<file path="config.mk">
export PLATFORM = sky130hd
export DESIGN_NAME = ram_read_src_arbiter
export DESIGN_NICKNAME = d
export VERILOG_FILES = /design/src/rtl/ram_read_src_arbiter.sv
export SDC_FILE = /design/constraint.sdc
export NUM_CORES = 1
export LEC_CHECK = 0
export CORE_AREA = 2 2 219 221
export CTS_CLUSTER_SIZE = 10
export DETAILED_ROUTE_END_ITERATION = 10
export DIE_AREA = 0 0 221 223
export PLACE_DENSITY = 0.45
export SLEW_MARGIN = 40
export SYNTH_ARGS = -nofsm -noshare
export SYNTH_HDL_FRONTEND = slang
export SYNTH_SLANG_ARGS = --single-unit
</file>
<file path="constraint.sdc">
create_clock -name i_clk -period 4.7 [get_ports i_clk]
set_clock_uncertainty 0.1 [all_clocks]
set_input_delay 0.47 -clock i_clk [delete_from_list [all_inputs] [get_ports i_clk]]
set_output_delay 0.47 -clock i_clk [all_outputs]
set_load 0.05 [all_outputs]
</file>
<file path="src/rtl/ram_read_src_arbiter.sv">
// Round-robin read-port arbiter for the shared feature-map RAM: latches engine requests, holds the
// winner's address vector for the whole burst, routes burst-done back and aborts hung bursts.
module ram_read_src_arbiter #(
  parameter int unsigned NUM_SRC = 4,
  parameter int unsigned LANES   = 12,
  parameter int unsigned ADDR_W  = 9,
  parameter int unsigned SRC_W   = 2,
  parameter int unsigned TIMEOUT = 1024
) (
  input  logic                              i_clk,
  input  logic                              i_rst,
  input  logic [NUM_SRC-1:0]                i_srcEn,
  input  logic [NUM_SRC*LANES*ADDR_W-1:0]   i_addr,
  input  logic [NUM_SRC-1:0]                i_startRead,
  input  logic                              i_readDone,
  output logic [LANES*ADDR_W-1:0]           o_addr,
  output logic                              o_startRead,
  output logic [SRC_W-1:0]                  o_grantIdx,
  output logic                              o_busy,
  output logic [NUM_SRC-1:0]                o_ack,
  output logic [NUM_SRC-1:0]                o_done,
  output logic                              o_err
);

  localparam int unsigned VecW  = LANES * ADDR_W;
  localparam int unsigned WdogW = (TIMEOUT > 1) ? $clog2(TIMEOUT) : 1;
  localparam logic [WdogW-1:0] WdogMax = WdogW'((TIMEOUT == 0) ? 0 : TIMEOUT - 1);

  localparam logic [1:0] StIdle  = 2'd0;
  localparam logic [1:0] StIssue = 2'd1;
  localparam logic [1:0] StWait  = 2'd2;

  logic [1:0]         state_q, state_d;
  logic [NUM_SRC-1:0] pend_q, pend_d;
  logic [SRC_W-1:0]   rr_q, rr_d;
  logic [WdogW-1:0]   wdog_q, wdog_d;
  logic [VecW-1:0]    addr_q, addr_d;
  logic [SRC_W-1:0]   gidx_q, gidx_d;
  logic               start_q, start_d;
  logic [NUM_SRC-1:0] ack_q, ack_d;
  logic [NUM_SRC-1:0] done_q, done_d;
  logic               err_q, err_d;

  logic [NUM_SRC-1:0] req;
  logic               win_vld;
  logic [SRC_W-1:0]   win_idx;

  function automatic logic [SRC_W-1:0] wrap_add(input logic [SRC_W-1:0] a, input int unsigned b);
    return SRC_W'((32'(a) + b) % NUM_SRC);
  endfunction

  assign req = (pend_q | i_startRead) & i_srcEn;

  // First eligible source at or after the round-robin pointer, searching upward with wrap.
  always_comb begin
    win_vld = 1'b0;
    win_idx = '0;
    for (int unsigned k = 0; k < NUM_SRC; k++) begin
      if (!win_vld && req[wrap_add(rr_q, k)]) begin
        win_vld = 1'b1;
        win_idx = wrap_add(rr_q, k);
      end
    end
  end

  always_comb begin
    state_d = state_q;
    pend_d  = req;
    rr_d    = rr_q;
    wdog_d  = wdog_q;
    addr_d  = addr_q;
    gidx_d  = gidx_q;
    start_d = 1'b0;
    ack_d   = '0;
    done_d  = '0;
    err_d   = 1'b0;
    case (state_q)
      StIdle: begin
        if (win_vld) begin
          state_d         = StIssue;
          addr_d          = i_addr[win_idx*VecW +: VecW];
          gidx_d          = win_idx;
          start_d         = 1'b1;
          ack_d[win_idx]  = 1'b1;
          pend_d[win_idx] = 1'b0;
          rr_d            = wrap_add(win_idx, 1);
        end
      end
      StIssue: begin
        state_d = StWait;
        wdog_d  = '0;
      end
      StWait: begin
        if (i_readDone) begin
          done_d[gidx_q] = 1'b1;
          state_d        = StIdle;
        end else if (TIMEOUT != 0 && wdog_q == WdogMax) begin
          err_d   = 1'b1;
          state_d = StIdle;
        end else begin
          wdog_d = wdog_q + 1'b1;
        end
      end
      default: state_d = StIdle;
    endcase
  end

  always_ff @(posedge i_clk) begin
    if (i_rst) begin
      state_q <= StIdle;
      pend_q  <= '0;
      rr_q    <= '0;
      wdog_q  <= '0;
      addr_q  <= '0;
      gidx_q  <= '0;
      start_q <= 1'b0;
      ack_q   <= '0;
      done_q  <= '0;
      err_q   <= 1'b0;
    end else begin
      state_q <= state_d;
      pend_q  <= pend_d;
      rr_q    <= rr_d;
      wdog_q  <= wdog_d;
      addr_q  <= addr_d;
      gidx_q  <= gidx_d;
      start_q <= start_d;
      ack_q   <= ack_d;
      done_q  <= done_d;
      err_q   <= err_d;
    end
  end

  assign o_addr      = addr_q;
  assign o_startRead = start_q;
  assign o_grantIdx  = gidx_q;
  assign o_busy      = (state_q != StIdle);
  assign o_ack       = ack_q;
  assign o_done      = done_q;
  assign o_err       = err_q;

endmodule

</file>
**After elaboration in Yosys (flattened, before gate mapping)**

Cells that the tools add are included.
Widths: inputs -> output; s select.

- Input bits: 443
- Bits in registers: 138

- Magnitude comparators: 8
- Multipliers: 1
- $add $sub $neg: 5
- Equality and inequality tests: 7
- Bitwise operators: 8
- Shifts and indexed selects: 1
- Muxes and demuxes: 31
- Reduce and logical (&&, ||, !) cells: 18

Operators with widths:

| cell | count |
|---|---|
| $shiftx 432x10->108 | 1 |
| $mux 10 | 2 |
| $pmux 10 s2 | 1 |
| $lt 2x3->1 const B | 6 |
| $mux 2 | 7 |
| $mux 1 | 12 |
| $add 10x1->10 const B | 1 |
| $eq 10x10->1 const B | 1 |
| $reduce_or 3->1 | 3 |
| $and 4x4->4 | 2 |
| $bmux 1 s2 | 4 |
| $mux 4 | 2 |
| $mul 2x5->7 const B | 1 |
| $ne 2x2->1 const B | 3 |
| $pmux 2 s3 | 1 |
| $logic_and 1x1->1 | 5 |
| $add 2x1->2 const B | 2 |
| $add 2x2->2 const B | 2 |
| $demux 1 s2 | 2 |
| $ge 2x1->1 const B | 2 |
| $not 1->1 | 4 |
| $not 4->4 | 1 |
| $or 4x4->4 | 1 |
| $reduce_and 2->1 | 2 |
| other kinds (8) | 11 |

**Depth between registers and ports, before layout**

- Depth after elaboration: 22
- Mapped depth: 10
- Mapped depth without buffers: 7

**Worst setup path after synthesis**

No wires, ideal clock.

- Path type: input -> register
- Start: input i_startRead[0]
- End: register addr_q[100], in the netlist o_addr[100]
- Cell stages on the path: 8
- Buffers on the path: 2
- Required time: 4468 ps
- Arrival: 2153 ps
- Path slack: 2315 ps
- Path through: o21ai_2 o22ai_1 a2111oi_2 buf_4 buf_2 mux2_2 a21oi_1 nor3_1

- Cells in the longest elaborated chain, start to end: 16
- Elaborated cells on any way between the ends: 27
- Classes of those cells: mul: 1; shift: 1; mux: 16; bitwise: 2; reduce/logical: 7

Ends and longest elaborated chain:

| item | line | text |
|---|---|---|
| from (decl) | 14 | `input logic [NUM_SRC-1:0] i_startRead,` |
| $or 4x4->4 * | 52 | `assign req = (pend_q \| i_startRead) & i_srcEn;` |
| $and 4x4->4 * | 52 |  |
| $bmux 1 s2 | 59 | `if (!win_vld && req[wrap_add(rr_q, k)]) begin` |
| $mux 1 (implied by the code) | 59 |  |
| $mux 1 | 59 |  |
| $logic_not 1->1 | 59 |  |
| $logic_and 1x1->1 | 59 |  |
| $mux 1 | 59 |  |
| $logic_not 1->1 | 59 |  |
| $logic_and 1x1->1 | 59 |  |
| $mux 1 | 59 |  |
| $logic_not 1->1 | 59 |  |
| $logic_and 1x1->1 | 59 |  |
| $mux 2 | 59 |  |
| $mul 2x5->7 | 81 | `addr_d = i_addr[win_idx*VecW +: VecW];` |
| $shiftx 432x10->108 | 81 |  |
| to (signal assigned) | 125 | `addr_q <= addr_d;` |
| to (decl) | 37 | `logic [VecW-1:0] addr_q, addr_d;` |

Mark *: on every way between the ends. The rest lies on a longest branch, timed or not. The select of a mux whose other input is x is not followed.
A chain may end at the register's enable or synchronous reset.

**Final worst setup path**

- Start: input i_startRead[0]
- End: register addr_q[66], in the netlist o_addr[66]

The elaborated chain is that of the path after synthesis.

==> flow_summary_export.csv <==
group,metric,value,unit
floorplan,die-height,223,um
logic_synthesis,synth_edf_count,0,
logic_synthesis,synth-async-reset-ratio,0,%
logic_synthesis,synth_area_per_cell,8.42,um^2
finish,multi_input_area,4590,um^2
setup_path,cp_slowest_stage_delay,0.52,ns
detailed_routing,drtIter0Drc,331,
logic_synthesis,syn_nets,1360,
logic_synthesis,netlist_area,7710,um^2
logic_synthesis,synth_seq_area_share,35.8,%
power_and_ir_drop,p_seq_share,27.3,%
finish,drive_above_1_share,9.95,%
timing,slew_headroom,42.8,%
place,place.gp.congestion,0.811,
global_route,gr-total-overflow,0,
place,portBuffers,563,
logic_synthesis,ys.flop_type,"dfxtp_1",
logic_synthesis,synth.top_cell.area_share,35.8,%
setup_path,worstSetupStartpointType,"input port",
finish,fill_cells,4985,
timing,slew_viol_final,0,
timing,tightest_slew,0.858,ns
timing,fin_ws,1.60,ns
power_and_ir_drop,p_sw,2090,uW
logic_synthesis,yosysUniqueCellTypes,44,
setup_path,cpLargestDelayFamily,"compound AO/OA/AOI/OAI gates",
detailed_routing,wl_per_cell,20.4,um
detailed_routing,vias_per_cell,4.48,
detailed_routing,vias,9195,
logic_synthesis,synth.area.top_cells,"dfxtp_1 (36%), mux2_2 (12%), a221o_1 (9.7%)",
cts,clockBufferDepth,2,
finish,seq_area,2760,um^2
setup_path,critPathBufInv,2,
floorplan,core_area,47100,um^2
logic_synthesis,synth_top_area_cell,"dfxtp_1",
cts,clkSinkCount,138,
detailed_routing,firstDrtPassIters,4,
cts,cts.repair.resized,0,
logic_synthesis,yosysWarnings,0,
worst_hold_path,hold_class,"flip-flop to flip-flop",
setup_path,cp_slowest_cell,"a2111oi_4",
cts,worstSkewPairLatency,0.45,ns
setup_path,worstSetupPathType,"input port to flip-flop",
setup_path,end_kind,"flip-flop",
outcome,status,"complete, no violations",
global_route,grt_max_degree,79,
global_route,grt_pass1_vias,9718,
worst_hold_path,holdPathStages,2,
power_and_ir_drop,leakagePower,0.00515,uW
setup_path,critPathMaxFanout,78,
cts,numCtsBuffers,17,
finish,fin_area,14600,um^2
floorplan,start_util,16.4,%
cts,htreeDepth,4,
place,dp_slack,1.19,ns
setup_path,crit_required,4.91,ns
power_and_ir_drop,p_per_area,363,nW/um^2
detailed_routing,antenna_left,0,
cts,ctsRootBufferMaster,"clkbuf_16",
timing,hold_viol_final,0,
global_route,grtUsageTotal,16.6,%
logic_synthesis,ys_seq_elements,138,
timing,period_share,65.9,%
power_and_ir_drop,share_comb_of_total_power,46.4,%
global_route,antenna_found_initial,3,
timing,finalSetupViolations,0,
detailed_routing,drc,0,
power_and_ir_drop,vdd_ir_drop_max,210,uV
place,place_area,14000,um^2
cts,path_clk_slew,0.06,ns
detailed_routing,routed_wl,41900,um
finish,layout.nets,1868,
power_and_ir_drop,power_frac_clock,26.3,%
timing,period_needed,3.10,ns
place,hpwl,30900,um
timing,rsz0062_at_grt,"no",
global_route,grt_pass1_wl,62000,um
setup_path,crit_chain,"clkdlybuf4s50_1 > o21ai_2 > o22ai_1 > a2111oi_4 > buf_12 > mux2_2 > a21oi_1 > nor3_1",
floorplan,die_x,221,um
cts,holdBufCountCts,0,
run,drv_cap,0,
setup_path,crit_arrival,3.31,ns
timing,tns,0,ns
cts,cts_setup_buffers,0,
power_and_ir_drop,p_sw_share,39.7,%
floorplan,rows,80,
setup_path,crit_cells,8,
cts,cts_tree,"built",
setup_path,rr_worst_depth,7,
floorplan,die_area,49300,um^2
power_and_ir_drop,power.internal,3180,uW
logic_synthesis,syn_inst,916,
floorplan,io_pins,564,
finish,area_delta_synth_final,88.7,%
timing,fmax,323,MHz
-- worst min-delay path, stage by stage, from the launching register on --
cell and delay [ns]:
dfxtp_1 0.31, nor2_1 0.09, a211oi_1 0.04
-- cells in the final DEF (no fill, tap or decap), types with 12 or more instances in the layout --
cell type        count
nand2_1             40
buf_4               12
dfxtp_1            138
nor2_1             133
clkdlybuf4s50_1    562
clkbuf_16           17
nor3_1              85
a21oi_1            108
a221o_1             75
mux2_1              16
o21ai_0             28
mux2_2              85
a311oi_1            26
a211oi_1            14
-- power groups by stage --
stage | registers, uW | clock network, uW | logic, uW
floorplan | 2020 | 0 | 856
global placement | 1460 | 0 | 2460
detailed placement | 1470 | 0 | 2470
CTS | 1450 | 1450 | 2480
global route | 1470 | 1490 | 2610
finish | 1440 | 1390 | 2450
-- worst paths after layout --
| kind | startpoint | endpoint | slack [ns] |
|---|---|---|---|
| setup reg to reg | pend_q[0] | o_addr[66] | 1.81 |
| hold / removal | o_addr[52] | o_addr[52] | 0.39 |
| hold reg to reg | o_addr[52] | o_addr[52] | 0.39 |
| setup / recovery | i_startRead[0] | o_addr[66] | 1.60 |
-- logic make-up after synthesis --
| family | after synthesis | share of synthesized area (%) |
|---|---|---|
| simple gates | 287 | 16.3 |
| compound gates | 278 | 25.8 |
| flops | 138 | 35.8 |
| mux | 108 | 15.7 |
| buf+inv | 97 | 5.43 |
| xor+xnor | 7 | 0.795 |
| fa+ha+maj | 1 | 0.162 |
-- state kept, by name (all words and copies together) (netlist names), 2 cells and up --
name and flops:
o_ack 4, state_q 2, rr_q 2, o_done 4, o_grantIdx 2, o_addr 108
pend_q 4, wdog_q 10
-- final cells by class --
type / instances / area share [%]
Timing Repair Buffer: 580 / 40.1
Multi-Input combinational cell: 681 / 31.5
Sequential cell: 138 / 19.0
Tap cell: 615 / 5.29
Clock buffer: 21 / 3.16
Clock inverter: 11 / 0.817
Inverter: 6 / 0.155
Antenna cell: 1 / 0.0172
-- synth_stat cells, types with 2 or more instances --
| cell | number |
|---|---|
| mux2_2 | 85 |
| o21ai_1 | 4 |
| a221o_1 | 75 |
| o21ai_0 | 28 |
| a21o_1 | 2 |
| or2_2 | 2 |
| a311oi_1 | 26 |
| buf_2 | 17 |
| nor4_1 | 3 |
| a2111oi_2 | 2 |
| nor3_1 | 85 |
| a21oi_1 | 109 |
| nor2_1 | 133 |
| buf_1 | 3 |
| buf_6 | 3 |
| or2_0 | 7 |
| nand2_1 | 40 |
| a211oi_1 | 14 |
| nand2b_1 | 4 |
| inv_1 | 6 |
| dfxtp_1 | 138 |
| xnor2_1 | 7 |
| o21a_1 | 3 |
| mux2i_1 | 7 |
| nand3_1 | 3 |
| a221oi_1 | 7 |
| mux2_1 | 16 |
| buf_4 | 3 |
| and2_1 | 4 |
| o32ai_1 | 2 |
| clkbuf_1 | 65 |
-- layer usage --
layer	vias to the layer above	track usage (%)	share of wire, %
met5	-	0	0.036
met4	2	7.19	3.4
met3	67	4.78	6.8
met2	389	28.9	49
met1	4299	19.0	41
li1	4438	-	-
-- stage by stage --
step	instances	utilization, %	power, uW	hold slack, ns
6_report	2053	30.9	5280	0.388
5_1_grt	2053	30.9	5560	0.414
4_1_cts	2052	30.9	5380	0.391
3_5_place_dp	2020	29.6	3940	0.382
3_3_place_gp	2019	29.6	3930	0.381
2_1_floorplan	916	-	2880	0.384
Power figures use the tool's default switching activity.
